===== src/rtl/common_pkg.sv =====
// common: port map, defaults and FSM state types shared by the CPLD port decoders.
// Holds the UART I/O addresses, its reset bit divisor and the UART engine states.
package common;

    localparam logic [15:0] PORT_UART_DATA = 16'h133B;
    localparam logic [15:0] PORT_UART_STAT = 16'h143B;
    localparam logic [15:0] PORT_UART_DIVL = 16'h153B;
    localparam logic [15:0] PORT_UART_DIVH = 16'h163B;

    localparam int UART_DIV_115200 = 242;

    typedef enum logic [1:0] {
        TX_IDLE,
        TX_START,
        TX_DATA,
        TX_STOP
    } tx_state_t;

    typedef enum logic [2:0] {
        RX_IDLE,
        RX_START,
        RX_DATA,
        RX_STOP,
        RX_WAITHI
    } rx_state_t;

endpackage


===== src/rtl/cpu_bus.sv =====
// cpu_bus: Z80 bus bundle seen by the CPLD port decoders.
// ioreq is a one-cycle strobe per I/O access; everything is active-high.
interface cpu_bus;

    logic [15:0] a;
    logic [7:0]  d;
    logic        iorq;
    logic        m1;
    logic        rd;
    logic        wr;
    logic        ioreq;

    modport dev (input a, d, iorq, m1, rd, wr, ioreq);
    modport cpu (output a, d, iorq, m1, rd, wr, ioreq);

endinterface


===== src/rtl/uart_fifo.sv =====
// uart_fifo: synchronous byte FIFO with first-word-fall-through head.
// A pop and a push in the same cycle both succeed even when full.
module uart_fifo #(
    parameter  int DEPTH = 16,
    localparam int AW    = $clog2(DEPTH)
) (
    input  logic        clk,
    input  logic        rst_n,
    input  logic        push,
    input  logic [7:0]  din,
    input  logic        pop,
    output logic [7:0]  head,
    output logic        full,
    output logic        empty,
    output logic [AW:0] count
);

    logic [7:0]    mem [DEPTH];
    logic [AW-1:0] wp;
    logic [AW-1:0] rp;
    logic          do_push;
    logic          do_pop;

    assign empty   = (count == '0);
    assign full    = (count == (AW+1)'(DEPTH));
    assign do_pop  = pop && !empty;
    assign do_push = push && (!full || do_pop);
    assign head    = mem[rp];

    // storage array; contents need no reset since empty hides the head
    always_ff @(posedge clk) begin
        if (do_push) mem[wp] <= din;
    end

    // pointers and occupancy
    always_ff @(posedge clk or negedge rst_n) begin
        if (!rst_n) begin
            wp    <= '0;
            rp    <= '0;
            count <= '0;
        end else begin
            if (do_push) wp <= wp + 1'b1;
            if (do_pop)  rp <= rp + 1'b1;
            unique case ({do_push, do_pop})
                2'b10:   count <= count + 1'b1;
                2'b01:   count <= count - 1'b1;
                default: count <= count;
            endcase
        end
    end

endmodule


===== src/rtl/zx_uart_port.sv =====
// zx_uart_port: Z80 I/O-port 8N1 UART with TX/RX FIFOs on ports 0x133B-0x163B.
// Define UART_FLOWCTL_EN to add cts_n/rts_n hardware flow control.
module zx_uart_port
    import common::*;
#(
    parameter int FIFO_DEPTH = 16,
    parameter int DIV_RESET  = UART_DIV_115200
) (
    input  logic       clk28,
    input  logic       rst_n,
    cpu_bus.dev        bus,
    input  logic       en,
    output logic [7:0] d_out,
    output logic       d_out_active,
    output logic       uart_tx,
`ifdef UART_FLOWCTL_EN
    input  logic       cts_n,
    output logic       rts_n,
`endif
    input  logic       uart_rx
);

    localparam int CW = $clog2(FIFO_DEPTH) + 1;

    logic          sel;
    logic          hit_data;
    logic          hit_stat;
    logic          hit_divl;
    logic          hit_divh;
    logic          wr_data;
    logic          wr_divl;
    logic          wr_divh;
    logic          rd_data;
    logic          rd_stat;
    logic [13:0]   div;
    logic          ovf;
    logic          ferr;
    logic [7:0]    status;
    logic          cts_ok;
    logic          stat_b5;

    logic          tx_full;
    logic          tx_empty;
    logic [7:0]    tx_head;
    logic [CW-1:0] tx_count;
    logic          tx_go;
    logic          tx_pop;
    logic          tx_busy;
    tx_state_t     tx_st;
    logic [13:0]   tx_cnt;
    logic [2:0]    tx_bit;
    logic [7:0]    tx_sh;

    logic          rx_full;
    logic          rx_empty;
    logic [7:0]    rx_head;
    logic [CW-1:0] rx_count;
    logic          rx_pop;
    logic          rx_push;
    logic          rx_ferr;
    logic          rx_done;
    logic          rx_fall;
    logic          rx_s1;
    logic          rx_s2;
    logic          rx_prev;
    rx_state_t     rx_st;
    logic [13:0]   rx_cnt;
    logic [2:0]    rx_bit;
    logic [7:0]    rx_sh;

    assign sel      = en && bus.iorq && !bus.m1;
    assign hit_data = sel && (bus.a == PORT_UART_DATA);
    assign hit_stat = sel && (bus.a == PORT_UART_STAT);
    assign hit_divl = sel && (bus.a == PORT_UART_DIVL);
    assign hit_divh = sel && (bus.a == PORT_UART_DIVH);

    assign d_out_active = (hit_data || hit_stat || hit_divl || hit_divh) && bus.rd;

    assign wr_data = hit_data && bus.ioreq && bus.wr;
    assign wr_divl = hit_divl && bus.ioreq && bus.wr;
    assign wr_divh = hit_divh && bus.ioreq && bus.wr;
    assign rd_data = hit_data && bus.ioreq && bus.rd;
    assign rd_stat = hit_stat && bus.ioreq && bus.rd;

    assign tx_busy = !tx_empty || (tx_st != TX_IDLE);
    assign status  = {2'b00, stat_b5, ferr, tx_busy, ovf, tx_full, !rx_empty};

`ifdef UART_FLOWCTL_EN
    logic cts_s1;
    logic cts_s2;

    // cts_n synchroniser; idles as "not clear"
    always_ff @(posedge clk28 or negedge rst_n) begin
        if (!rst_n) begin
            cts_s1 <= 1'b1;
            cts_s2 <= 1'b1;
        end else begin
            cts_s1 <= cts_n;
            cts_s2 <= cts_s1;
        end
    end

    assign cts_ok  = !cts_s2;
    assign stat_b5 = cts_s2;
    assign rts_n   = (rx_count >= CW'(FIFO_DEPTH - 2));
`else
    assign cts_ok  = 1'b1;
    assign stat_b5 = 1'b0;
`endif

    logic unused_cnt;
    assign unused_cnt = ^{tx_count, rx_count};

    // read mux: pre-pop head is visible during the popping access
    always_comb begin
        d_out = 8'hFF;
        if (bus.rd) begin
            unique case (1'b1)
                hit_data: d_out = rx_empty ? 8'hFF : rx_head;
                hit_stat: d_out = status;
                hit_divl: d_out = div[7:0];
                hit_divh: d_out = {2'b00, div[13:8]};
                default:  d_out = 8'hFF;
            endcase
        end
    end

    uart_fifo #(.DEPTH(FIFO_DEPTH)) u_txq (
        .clk   (clk28),
        .rst_n (rst_n),
        .push  (wr_data),
        .din   (bus.d),
        .pop   (tx_pop),
        .head  (tx_head),
        .full  (tx_full),
        .empty (tx_empty),
        .count (tx_count)
    );

    uart_fifo #(.DEPTH(FIFO_DEPTH)) u_rxq (
        .clk   (clk28),
        .rst_n (rst_n),
        .push  (rx_push),
        .din   (rx_sh),
        .pop   (rx_pop),
        .head  (rx_head),
        .full  (rx_full),
        .empty (rx_empty),
        .count (rx_count)
    );

    assign rx_pop = rd_data && !rx_empty;

    // divisor register and sticky error flags; a new event beats the clear
    always_ff @(posedge clk28 or negedge rst_n) begin
        if (!rst_n) begin
            div  <= 14'(DIV_RESET);
            ovf  <= 1'b0;
            ferr <= 1'b0;
        end else begin
            if (wr_divl) div[7:0]  <= bus.d;
            if (wr_divh) div[13:8] <= bus.d[5:0];
            if (rx_push && rx_full && !rx_pop) ovf <= 1'b1;
            else if (rd_stat)                  ovf <= 1'b0;
            if (rx_ferr)      ferr <= 1'b0 | 1'b1;
            else if (rd_stat) ferr <= 1'b0;
        end
    end

    assign tx_go  = !tx_empty && cts_ok;
    assign tx_pop = tx_go && ((tx_st == TX_IDLE) ||
                              (tx_st == TX_STOP && tx_cnt == '0));

    // TX engine; divisor reloads at every bit boundary
    always_ff @(posedge clk28 or negedge rst_n) begin
        if (!rst_n) begin
            tx_st   <= TX_IDLE;
            tx_cnt  <= '0;
            tx_bit  <= '0;
            tx_sh   <= '0;
            uart_tx <= 1'b1;
        end else begin
            unique case (tx_st)
                TX_IDLE: begin
                    if (tx_go) begin
                        tx_st   <= TX_START;
                        tx_sh   <= tx_head;
                        tx_cnt  <= div;
                        uart_tx <= 1'b0;
                    end
                end
                TX_START: begin
                    if (tx_cnt != '0) begin
                        tx_cnt <= tx_cnt - 14'd1;
                    end else begin
                        tx_st   <= TX_DATA;
                        tx_cnt  <= div;
                        tx_bit  <= '0;
                        uart_tx <= tx_sh[0];
                    end
                end
                TX_DATA: begin
                    if (tx_cnt != '0) begin
                        tx_cnt <= tx_cnt - 14'd1;
                    end else begin
                        tx_cnt <= div;
                        if (tx_bit == 3'd7) begin
                            tx_st   <= TX_STOP;
                            uart_tx <= 1'b1;
                        end else begin
                            tx_bit  <= tx_bit + 3'd1;
                            tx_sh   <= {1'b0, tx_sh[7:1]};
                            uart_tx <= tx_sh[1];
                        end
                    end
                end
                TX_STOP: begin
                    if (tx_cnt != '0) begin
                        tx_cnt <= tx_cnt - 14'd1;
                    end else if (tx_go) begin
                        tx_st   <= TX_START;
                        tx_sh   <= tx_head;
                        tx_cnt  <= div;
                        uart_tx <= 1'b0;
                    end else begin
                        tx_st <= TX_IDLE;
                    end
                end
                default: tx_st <= TX_IDLE;
            endcase
        end
    end

    // uart_rx synchroniser plus one delayed copy for edge detection
    always_ff @(posedge clk28 or negedge rst_n) begin
        if (!rst_n) begin
            rx_s1   <= 1'b1;
            rx_s2   <= 1'b1;
            rx_prev <= 1'b1;
        end else begin
            rx_s1   <= uart_rx;
            rx_s2   <= rx_s1;
            rx_prev <= rx_s2;
        end
    end

    assign rx_fall = rx_prev && !rx_s2;
    assign rx_done = (rx_st == RX_STOP) && (rx_cnt == '0);
    assign rx_push = rx_done && rx_s2;
    assign rx_ferr = rx_done && !rx_s2;

    // RX engine: half-bit to the start centre, then whole bits
    always_ff @(posedge clk28 or negedge rst_n) begin
        if (!rst_n) begin
            rx_st  <= RX_IDLE;
            rx_cnt <= '0;
            rx_bit <= '0;
            rx_sh  <= '0;
        end else begin
            unique case (rx_st)
                RX_IDLE: begin
                    if (rx_fall) begin
                        rx_st  <= RX_START;
                        rx_cnt <= {1'b0, div[13:1]};
                    end
                end
                RX_START: begin
                    if (rx_cnt != '0) begin
                        rx_cnt <= rx_cnt - 14'd1;
                    end else if (rx_s2) begin
                        rx_st <= RX_IDLE;
                    end else begin
                        rx_st  <= RX_DATA;
                        rx_cnt <= div;
                        rx_bit <= '0;
                    end
                end
                RX_DATA: begin
                    if (rx_cnt != '0) begin
                        rx_cnt <= rx_cnt - 14'd1;
                    end else begin
                        rx_sh  <= {rx_s2, rx_sh[7:1]};
                        rx_cnt <= div;
                        if (rx_bit == 3'd7) rx_st <= RX_STOP;
                        else                rx_bit <= rx_bit + 3'd1;
                    end
                end
                RX_STOP: begin
                    if (rx_cnt != '0)  rx_cnt <= rx_cnt - 14'd1;
                    else if (rx_s2)    rx_st  <= RX_IDLE;
                    else               rx_st  <= RX_WAITHI;
                end
                RX_WAITHI: begin
                    if (rx_s2) rx_st <= RX_IDLE;
                end
                default: rx_st <= RX_IDLE;
            endcase
        end
    end

endmodule


===== src/flat_wrapper.sv =====
// flat-port wrapper written by rule: the top's interface ports become plain ports
module zx_uart_port_flat import common::*;
#(
    parameter int FIFO_DEPTH = 16,
    parameter int DIV_RESET  = UART_DIV_115200
)
  (clk28, rst_n, en, d_out, d_out_active, uart_tx, uart_rx, bus_a, bus_d, bus_iorq, bus_m1, bus_rd, bus_wr, bus_ioreq);
  cpu_bus bus_i ();
  input  logic clk28;
  input  logic rst_n;
  input  logic en;
  output logic [7:0] d_out;
  output logic d_out_active;
  output logic uart_tx;
  input  logic uart_rx;
  input wire logic [$bits(bus_i.a)-1:0] bus_a;
  input wire logic [$bits(bus_i.d)-1:0] bus_d;
  input wire logic [$bits(bus_i.iorq)-1:0] bus_iorq;
  input wire logic [$bits(bus_i.m1)-1:0] bus_m1;
  input wire logic [$bits(bus_i.rd)-1:0] bus_rd;
  input wire logic [$bits(bus_i.wr)-1:0] bus_wr;
  input wire logic [$bits(bus_i.ioreq)-1:0] bus_ioreq;
  assign bus_i.a = bus_a;
  assign bus_i.d = bus_d;
  assign bus_i.iorq = bus_iorq;
  assign bus_i.m1 = bus_m1;
  assign bus_i.rd = bus_rd;
  assign bus_i.wr = bus_wr;
  assign bus_i.ioreq = bus_ioreq;
  zx_uart_port #(.FIFO_DEPTH(FIFO_DEPTH), .DIV_RESET(DIV_RESET)) u_core (.clk28(clk28), .rst_n(rst_n), .bus(bus_i), .en(en), .d_out(d_out), .d_out_active(d_out_active), .uart_tx(uart_tx), .uart_rx(uart_rx));
endmodule

===== config.mk =====
export PLATFORM = sky130hd
export DESIGN_NAME = zx_uart_port_flat
export DESIGN_NICKNAME = d
export VERILOG_FILES = /design/src/rtl/common_pkg.sv /design/src/rtl/cpu_bus.sv /design/src/rtl/uart_fifo.sv /design/src/rtl/zx_uart_port.sv /design/src/flat_wrapper.sv
export SDC_FILE = /design/constraint.sdc
export NUM_CORES = 1
export LEC_CHECK = 0
export CAP_MARGIN = 0
export CORE_MARGIN = 10
export CORE_UTILIZATION = 45
export DETAILED_ROUTE_END_ITERATION = 10
export SLEW_MARGIN = 20
export SYNTH_ARGS = -nofsm -noshare
export SYNTH_HDL_FRONTEND = slang
export SYNTH_HIERARCHICAL = 1
export SYNTH_SLANG_ARGS = --single-unit

===== constraint.sdc =====
create_clock -name clk28 -period 4.9 [get_ports clk28]
set_input_delay 0.49 -clock clk28 [delete_from_list [all_inputs] [get_ports clk28]]
set_output_delay 0.49 -clock clk28 [all_outputs]
set_load 0.01 [all_outputs]

; ---- Word-level counts from Yosys, hierarchy flattened
; Memories as Yosys holds them, arrays and structs flattened.
; Index checks and enable logic that the tools add are counted.
[word_totals]
memories = 2
out_inout_bits = 10
regBits = 101
ramBits = 256
in_bits = 33
wordCells = 199
[classes]
n_bitwise = 1
n_reduce_logical = 69
mux = 58
addsub = 12
n_eq_ne = 35
[mem_list]
columns = name, words, word_bits, rd, rd_clocked_by_memory_dff, wr, line_no
row1 = u_core.u_rxq.mem, 16, 8, 1, 0, 1, uart_fifo.sv:18  ; logic [7:0] mem [DEPTH];
row2 = u_core.u_txq.mem, 16, 8, 1, 0, 1, uart_fifo.sv:18
[op_table]
columns = op, count
row1 = 14-bit 2-to-1 mux, 8
row2 = "16-bit by 13-bit == test with 1-bit output, second input constant", 4
row3 = 14-bit one-hot mux with 4 select lines, 1
row4 = 8-bit 2-to-1 mux, 6
row5 = 3-bit 2-to-1 mux, 14
row6 = 14-bit one-hot mux with 3 select lines, 1
row7 = 8-bit one-hot mux with 4 select lines, 1
row8 = 1-bit logical AND, 29
row9 = 14-bit logical NOT, 2
row10 = 14-bit nonzero test, 2
row11 = "14-bit by 1-bit subtractor with 14-bit output, second input constant", 2
row12 = 8-bit one-hot mux with 3 select lines, 1
row13 = "2-bit != test, second input constant", 11
row14 = 5-bit one-hot mux with 2 select lines, 2
row15 = "4-bit by 1-bit adder with 4-bit output, second input constant", 4
row16 = 3-bit one-hot mux with 5 select lines, 1
row17 = 2-bit nonzero test, 7
row18 = 1-bit 2-to-1 mux, 13
row19 = 2-bit 2-to-1 mux, 6
row20 = 3-bit one-hot mux with 2 select lines, 2
row21 = 4-bit AND reduction, 3
row22 = "5-bit by 1-bit adder with 5-bit output, second input constant", 2
row23 = "5-bit == test, second input constant", 2
row24 = 5-bit logical NOT, 2
row25 = 23 further kinds, 49

; ---- Logic depth before layout (Yosys ltp)
; Gate-level depths: netlist of run 1.
[depth]
word_depth = 11
depth_mapped = 17
depth_no_buf = 15

; ---- Modules after synthesis
; Netlist of run 1, hierarchy kept.
[modules_own_cells]
columns = mod, cells_each, area_each_um2, instances, seq_area_each_um2
row1 = uart_fifo (u_core.u_rxq), 306, 5849.4, 1, 4169.0
row2 = uart_fifo (u_core.u_txq), 301, 5774.3, 1, 4169.0
row3 = zx_uart_port, 498, 4740.8, 1, 1888.1

; ---- Worst setup path after synthesis of run 1
; OpenSTA, ideal clock, no wires.
[synth_path]
path_kind = input port to flip-flop
from = input bus_a[11]
to = register u_core.u_rxq.count[4]
cell_stages = 11
path_slack_ps = 1160
setup_ps = 87
required_time_ps = 4813
path_buffers = 0
arrival_ps = 3653
path_cell_list = or4b_4 -> or3_4 -> nor4_4 -> and4b_1 -> o21ai_4 -> or2_2 -> fa_1 -> nand2b_1 -> a211o_1 -> o31a_1 -> o211ai_1
[synth_between]
elab_chain_cells = 10
elab_cells_between_ends = 12
classes_between = 3 x eq/ne / 1 x mux / 8 x reduce/logical
[synth_lines]
columns = element, line_no
row1 = from (decl), flat_wrapper.sv:16  ; input wire logic [$bits(bus_i.a)-1:0] bus_a;
row2 = 16-bit by 13-bit == test with 1-bit output (*), zx_uart_port.sv:72  ; assign hit_data = sel && (bus.a == PORT_UART_DATA);
row3 = 1-bit logical AND (*), zx_uart_port.sv:72
row4 = 1-bit logical AND (*) (2 in a row), zx_uart_port.sv:82  ; assign rd_data = hit_data && bus.ioreq && bus.rd;
row5 = 1-bit logical AND (*), zx_uart_port.sv:152  ; assign rx_pop = rd_data && !rx_empty;
row6 = via u_core.rx_pop, zx_uart_port.sv:58  ; logic rx_pop;
row7 = 1-bit logical AND (*), uart_fifo.sv:26  ; assign do_pop = pop && !empty;
row8 = 1-bit logical OR, uart_fifo.sv:27  ; assign do_push = push && (!full || do_pop);
row9 = 1-bit logical AND, uart_fifo.sv:27
row10 = 2-bit by 1-bit == test with 1-bit output or 2-bit == test (tied branches), uart_fifo.sv:44  ; unique case ({do_push, do_pop})
row11 = 5-bit one-hot mux with 2 select lines or 2-bit nonzero test (tied branches), --
row12 = to (signal assigned), uart_fifo.sv:45  ; 2'b10: count <= count + 1'b1;
row13 = to (signal assigned), uart_fifo.sv:46  ; 2'b01: count <= count - 1'b1;
row14 = to (signal assigned), uart_fifo.sv:47  ; default: count <= count;
row15 = to (decl), uart_fifo.sv:15  ; output logic [AW:0] count
; The timed path passes the listed nets; every way through them passes the cells marked *.
; A chain may end at the register's enable or synchronous reset.

; ---- Final worst setup path of run 1
[layout_path]
from = register u_core.u_rxq.rp[0]
to = output d_out[3]
[layout_between]
elab_chain_cells = 4
[layout_lines]
columns = element, line_no
row1 = from (decl), uart_fifo.sv:20  ; logic [AW-1:0] rp;
row2 = from (signal assigned), uart_fifo.sv:43  ; if (do_pop) rp <= rp + 1'b1;
row3 = memory 16 x 8 bit, --
row4 = via u_core.rx_head[3], zx_uart_port.sv:56  ; logic [7:0] rx_head;
row5 = 8-bit 2-to-1 mux, zx_uart_port.sv:119  ; hit_data: d_out = rx_empty ? 8'hFF : rx_head;
row6 = 8-bit one-hot mux with 4 select lines, zx_uart_port.sv:118  ; unique case (1'b1)
row7 = 8-bit 2-to-1 mux, zx_uart_port.sv:117  ; if (bus.rd) begin
row8 = to (decl), flat_wrapper.sv:12  ; output logic [7:0] d_out;
; The timed path passes the listed nets, and every way through them passes these cells.

==> results of run 1 <==
[stage by stage]
step | instance area, um2 | util, %
CTS | 18500 | 51.9
global route | 18500 | 51.9
global placement | 17300 | 48.3
detailed placement | 17300 | 48.3
finish | 18500 | 51.9
floorplan | 16400 | -
[sequential cells by signal, indices dropped and copies added, names as in the netlist, 2 cells and up]
signal              count
u_core/tx_sh            8
u_core/rx_bit           3
u_core/tx_cnt          14
u_core/u_rxq/count      5
u_core/tx_st            2
u_core/u_txq/wp         4
u_core/rx_cnt          14
u_core/u_rxq/mem      128
u_core/u_txq/count      5
u_core/u_txq/rp         4
u_core/u_txq/mem      128
u_core/rx_sh            8
u_core/rx_st            3
u_core/tx_bit           3
u_core/u_rxq/wp         4
u_core/u_rxq/rp         4
u_core/div             14
[routing by layer]
layer / global-route usage (%) / vias to the layer above
met3: 3.58 / 49
li1: - / 4476
met4: 4.65 / 0
met2: 26.1 / 290
met1: 22.9 / 4942
met5: 0 / -
[worst max-delay path by stage]
stage,startpoint,end,slack (ns),cells past startpoint
after floorplan,bus_a[11],u_core/u_rxq/count[4]$_DFFE_PN0P_,1.16,11
final,u_core/u_rxq/rp[0]$_DFFE_PN0N_,d_out[3],0.83,7
after detailed placement,bus_a[11],u_core/u_rxq/count[4]$_DFFE_PN0P_,0.41,12
after global routing,u_core/u_rxq/rp[0]$_DFFE_PN0N_,d_out[3],0.63,7
after global placement,bus_a[11],u_core/u_rxq/count[4]$_DFFE_PN0P_,0.53,12
after CTS,u_core/u_rxq/rp[0]$_DFFE_PN0N_,d_out[3],0.76,7
[synth_stat cells, drive strengths merged (28+ instances only)]
cell    number  area [um2]
a22oi       34         255
clkbuf      30         113
dfrtp       92        2300
edfxtp     256        7690
inv         29         109
mux2        29         327
mux4        64        1500
nand2       65         244
nand3       28         140
nor2        61         231
nor3        29         165
o21ai       41         220
[power by group]
part | internal [W] | leakage, nW | switching, W | total (W)
registers | 0.00345 | 3.61 | 0.000391 | 0.00385
clock network | 0.00172 | 0.622 | 0.00117 | 0.00290
logic | 0.00115 | 2.31 | 0.00143 | 0.00259
total | 0.00633 | 6.54 | 0.00299 | 0.00933
[logic make-up (layout without fill, tap and decap cells)]
kind of cell,Yosys count,in the layout,synth area share [%]
AOI/OAI and AO/OA,209,209,9.54
xor gates and xnor gates,27,27,1.45
adders and majority gates,29,29,2.31
buffers and inverters,86,164,2.32
DFF,357,357,62.5
muxes,108,108,12.1
and+or+nand+nor,289,289,9.83
[area by class of cell]
| class | instances | share of cell area, % |
|---|---|---|
| clock buffer | 52 | 5.86 |
| inverter | 29 | 0.587 |
| multi-input combinational | 662 | 31.1 |
| clock inverter | 20 | 1.06 |
| timing repair buffer | 63 | 3.10 |
| sequential | 357 | 55.2 |
| tap | 461 | 3.11 |
[worst reg2reg max path, cell delays in order, from the launching register on]
cell	delay, ns
dfrtp_1	0.41
inv_1	0.09
ha_1	0.21
or3b_2	0.58
nor4_2	0.52
and4_1	0.27
nand2_1	0.09
inv_1	0.41
or2_2	0.23
inv_1	0.07
ha_1	0.33
nand2b_1	0.09
a211o_1	0.29
o31a_1	0.11
o211ai_1	0.14
==> results by group, run 1 <==
Timing
  – Final min period: 4.07 ns
  – Final Skew: 0.0212 ns
  – Slew headroom: a little under a third
  – Pins Over Slew Limit: 0
  – Finish-stage setup viols: 0
  – WHS: 0.0799 ns
  – Unrepaired setup endpoints after global routing: false
  – Period utilization: around 83%
  – Setup_tns: 0 ns
  – Achievable frequency: 245 MHz
  – Worst Slack Setup Final: 0.825 ns
  – Hold Vio Cnt, Final: 0
  – Least-Margin Pin Slew: slightly above 1 ns

Cells and area
  – Reg area: slightly above 10000 um2
  – Most frequent cells in the layout: edfxtp_1, dfrtp_1, nand2_1
  – Non-filler cells, final: 1644
  – Fin nets: about 1200
  – Multi-input logic area: ~5800 um2
  – Area Overhead vs Synth: 13.3%
  – Layout cell share with drive strength beyond 1: around 17%
  – # fillers: roughly 3000
  – Most common cell after layout, fill and taps aside: edfxtp_1
  – ANT cells: 0

Critical path
  – Slowest CP cell: dfrtp_2
  – CP endpoint kind: primary output
  – Worst Reg-to-Reg Cells: 14
  – Required @ worst endpoint: between 4 and 5 ns
  – Crit path cell chain: buf_4 -> mux4_1 -> a22oi_1 -> nand2_1 -> o21ai_0 -> o2111ai_1 -> clkdlybuf4s50_1
  – Worst path bufs/invs: 2
  – Top Family by Delay on Critical Path: buffers and inverters
  – CP max FO: 15
  – Critical path class: flop to primary output
  – Worst setup SP type: flop
  – R2R Setup Slk: between 0.9 and 1 ns
  – Worst EP arrival: between 3 and 4 ns
  – Slowest Stage Delay on Critical Path: slightly above 0.6 ns
  – Reg-to-Reg End: u_core/u_rxq/count[4]$_DFFE_PN0P_
  – Reg-to-Reg Start: u_core/rx_cnt[0]$_DFFE_PN0P_

Run status
  – Status: finished, final reports clean

Global route
  – Gr usage total: about 17%
  – Vias in the first global route: 9604
  – GRT overflow: 0
  – Largest net degree at the start of global routing: 62
  – First-pass GRT wire length: approximately 58000 um
  – Initial antenna violation count: 0

Power
  – Leakage: about 6.5 nW
  – Worst vdd ir: between 0.0003 and 0.0004 V
  – Power Total: 0.00933 W
  – Pwr per Cell Area: just over 500 nW/um2

CTS
  – H-tree Lvls: 2
  – Clock Sinks: about 360
  – Clock latency on the worst-skew pair: about 0.54 ns
  – Bufs on Longest Clock Path: 3
  – Hold-fix buffers at CTS: 0
  – TritonCTS clock tree: built
  – Resized cells post-CTS: 0
  – Clock Pin Slew Worst Setup and Hold Paths: roughly 0.06 ns
  – CTS root buf: clkbuf_16
  – Post-CTS Setup Inserts: 0
  – Number of CTS-inserted buffers: 39

Logic synthesis
  – Synthesized area: 16400 um2
  – Seq/Total Area, Yosys: between 60 and 70%
  – Synthesized Nets: between 1000 and 1500
  – Netlist cell types: 86
  – Cells after synthesis: about 1100
  – Most used DFF post-synth: edfxtp_1
  – Post-Syn Area per Cell: 14.8 um2
  – Ys Warns: 6
  – Async S/R FF share, synth: between 20% and 30%
  – Yosys reg bits: approximately 360
  – EDFF count, synth: 256

Route
  – Avg Vias per Cell: 5.93
  – DRT Pass-1 Iters: 6
  – Vias: 9757
  – DR WL/cell: 22.3 um
  – Residual DRC: 0
  – Routed length on met3: approximately 2200 um
  – Highest routed layer: met4
  – Routed wl met2: roughly 17000 um
  – First DRT Iteration DRCs: 760
  – Total routed wirelength: roughly 37000 um
  – Wl on met1: about 17000 um
  – Post-route ant nets: 0

Min path
  – Hold Crit Class: primary input to async pin

Placed design
  – Pre-CTS WS: slightly above 0.4 ns
  – DP HPWL: 24600 um
  – Placed cell count: around 1600
  – Port-buffer cells: 42
  – Placer Congestion: around 0.83

Flow run
  – MaxCap Viol Count: 0

Die
  – Starting density of the core: a little under half
  – I/O pins: 43
  – Die ar.: about 44000 um2
  – Die Ht: approximately 210 um
  – Row count: ~70
  – Core area: roughly 36000 um2
  – DIE WIDTH: roughly 210 um
Power figures use the tool's default switching activity.
==> inputs of run 2 (changes only) <==
clock period = 3.79 ns   (was 4.9 ns; I/O delays follow)
==> run 2 against run 1 <==
  * Non-clock buffer count is 47 higher
  * Flip-flop and latch count stayed put
  * Worst setup slack worse by 0.74 ns
  * Highest routed layer unchanged
  * Largest power group unchanged
  * Worst hold slack improved by 0.17 ns
==> results by group, run 2 (same netlist as run 1, synthesis figures left out) <==
Timing
  – Final Skew: 0.0258 ns (+0.00458 ns)
  – Hold Vio Cnt, Final: 0 (unchanged)
  – Setup_tns: 0 ns (unchanged)
  – Unrepaired setup endpoints after global routing: false
  – Period utilization: a little over nine tenths
  – Least-Margin Pin Slew: 0.959 ns (-0.0737 ns)
  – Pins Over Slew Limit: 0 (unchanged)
  – Final min period: 3.71 ns
  – Finish-stage setup viols: 0 (unchanged)
  – Achievable frequency: around 270 MHz
  – Slew headroom: 35.9% (+5.2 points)

Global route
  – Initial antenna violation count: 0 (unchanged)
  – Gr usage total: 17.2% (+0.55 points)
  – Largest net degree at the start of global routing: 57 (-8.1%)
  – First-pass GRT wire length: 59000 um (+2.6%)
  – Vias in the first global route: 9956 (+3.7%)
  – GRT overflow: 0 (unchanged)

CTS
  – Clock Pin Slew Worst Setup and Hold Paths: 0.06 ns (about the same)
  – H-tree Lvls: 2 (unchanged)
  – Clock latency on the worst-skew pair: 0.56 ns (+0.02 ns)
  – Bufs on Longest Clock Path: 3 (unchanged)
  – CTS root buf: clkbuf_16
  – TritonCTS clock tree: built
  – Number of CTS-inserted buffers: 39 (unchanged)
  – Clock Sinks: 357 (unchanged)

Cells and area
  – Top flop regs: u_core/u_rxq/mem: 128 flops, u_core/u_txq/mem: 128 flops
  – Final instance area: 19000 um2 (+2.8%)
  – Layout cell share with drive strength beyond 1: 19.7% (+2.7 points)
  – Fin nets: 1261 (+3.9%)
  – # fillers: 2961 (-1.9%)
  – Fin util: 53.3% (+1.4 points)
  – ANT cells: 0 (unchanged)
  – Area Overhead vs Synth: 16.4%
  – Most frequent cells in the layout: edfxtp_1, dfrtp_1, nand2_1
  – Most common cell after layout, fill and taps aside: edfxtp_1
  – Non-filler cells, final: 1691 (+2.9%)

Critical path
  – Crit path launch: bus_a[11]
  – Slowest CP cell: clkdlybuf4s50_1
  – R2R Setup Slk: 0.46 ns (-0.52 ns)
  – Worst EP arrival: 3.33 ns (-0.25 ns)
  – Critical path destination: d_out[5]
  – Reg-to-Reg End: u_core/u_rxq/count[4]$_DFFE_PN0P_
  – Reg-to-Reg Start: u_core/rx_cnt[0]$_DFFE_PN0P_
  – Worst Reg-to-Reg Cells: 14 (unchanged)
  – Slowest Stage Delay on Critical Path: 0.56 ns (-0.05 ns)
  – Critical path class: primary input to primary output
  – Crit path cell chain: clkdlybuf4s50_1 -> or4b_4 -> or3_4 -> buf_4 -> or3_4 -> or3_1 -> nand4_1 -> clkdlybuf4s50_1
  – Worst setup SP type: primary input
  – CP endpoint kind: primary output
  – Required @ worst endpoint: 3.41 ns (-1.00 ns)
  – CP max FO: 8 (-7)

Die
  – Die Ht: 211 um (unchanged)
  – Core area: 35700 um2 (unchanged)
  – I/O pins: 43 (unchanged)
  – Die ar.: 44400 um2 (unchanged)
  – Starting density of the core: 45.8% (unchanged)
  – DIE WIDTH: 211 um (unchanged)
  – Row count: 69 (unchanged)

Route
  – DRT Pass-1 Iters: 5 (-1)
  – Post-route ant nets: 0 (unchanged)
  – Total routed wirelength: 37900 um (+3.2%)
  – Vias: 9931 (+1.8%)
  – First DRT Iteration DRCs: 743 (-2.2%)
  – DR WL/cell: 22.4 um (+0.34%)
  – Residual DRC: 0 (unchanged)
  – Avg Vias per Cell: 5.87 (-1.0%)

Power
  – Seq pwr share: 38.9% (-2.3 points)
  – Pwr per Cell Area: 656 nW/um2 (+30%)
  – Leakage: 6.84 nW (+4.5%)
  – Logic pwr share: 28.9% (+1.2 points)
  – P_int: 0.00856 W (+35%)
  – Power Total: 0.0125 W (+34%)
  – Worst vdd ir: 0.000465 V (+46%)
  – Sw Pwr: 0.00393 W (+31%)
  – Net Sw Frac: 31.5% (-0.64 points)
  – Clock network power share: 32.3% (+1.2 points)

Placed design
  – Placed cell count: 1617 (+2.9%)
  – Port-buffer cells: 42 (unchanged)
  – Placer Congestion: 0.844 (+1.3%)
  – Instance area at placement: 17600 um2 (+2.2%)
  – DP HPWL: 25000 um (+1.7%)

Flow run
  – MaxCap Viol Count: 0 (unchanged)

Run status
  – Status: finished, final reports clean

Min path
  – Hold Crit Class: primary input to flop
==> run 2: cell count changes in the layout (fill, tap and decap cells not counted), sizes merged <==
cell         change
bufinv           +4
clkbuf           +6
buf             +45
clkinvlp         -2
clkinv           -7
dlygate4sd3      +1
==> run 2: worst min path at each step <==
stage,from,end,slack (ns),cells past startpoint
2_1_floorplan,rst_n,u_core/div[0]$_DFFE_PN0P_,0.08,0
3_3_place_gp,u_core/rx_s1$_DFF_PN1_,u_core/rx_s2$_DFF_PN1_,0.35,0
3_5_place_dp,u_core/rx_s1$_DFF_PN1_,u_core/rx_s2$_DFF_PN1_,0.35,0
4_1_cts,uart_rx,u_core/rx_s1$_DFF_PN1_,0.22,1
5_1_grt,uart_rx,u_core/rx_s1$_DFF_PN1_,0.25,1
6_report,uart_rx,u_core/rx_s1$_DFF_PN1_,0.25,1
==> run 2: stage by stage <==
step | worst slack [ns] | hold slack, ns
after detailed placement | -0.0750 | 0.348
after global placement | -0.00657 | 0.351
after floorplan | 0.159 | 0.0834
after global routing | 0.00823 | 0.247
final | 0.0807 | 0.246
after CTS | 0.0292 | 0.223
==> run 2: layout make-up <==
class                      instances  area, um2  share of cell area, %
tap                              461        577                   3.03
clock inverter                    15        272                   1.43
multi-input combinational        662       5770                   30.3
inverter                          29        109                  0.571
clock buffer                      57       1090                   5.75
sequential                       357      10200                   53.7
timing repair buffer             110        998                   5.24
==> run 2: repair_timing <==
action	4_1_cts	5_1_grt
hold buffers	1	0
endpoints found under the hold margin	50	0
setup buffers	0	0
resized for setup	1	0
endpoints found under the setup margin	1	1
cloned	0	1
==> run 2: routing by layer <==
| metal | wire length [um] | global-route usage, % | up-vias | share of wire [%] |
|---|---|---|---|---|
| li1 | - | - | 4569 | - |
| met1 | 17300 | 23.1 | 5085 | 46 |
| met2 | 18100 | 27.6 | 234 | 48 |
| met3 | 1710 | 3.01 | 43 | 4.5 |
| met4 | 803 | 5.92 | 0 | 2.1 |
| met5 | 0 | 0 | - | 0 |
==> run 2: power by group through the flow <==
stage	clock network, W	logic (W)	registers (W)
floorplan	0	0.00280	0.00476
global placement	0	0.00353	0.00492
detailed placement	0	0.00359	0.00492
CTS	0.00412	0.00360	0.00485
global route	0.00429	0.00399	0.00491
finish	0.00403	0.00361	0.00486
==> run 2: critical path, delay by kind of cell <==
family	cells	cell delay, ns
simple gates	5	1.83
buf+inv	3	1.12
==> inputs of run 3 (changes only) <==
CTS_CLUSTER_DIAMETER = 100   (was not set)
==> results of run 3 <==
Same layout as run 2: the final DEF is identical, and so are final timing and power.
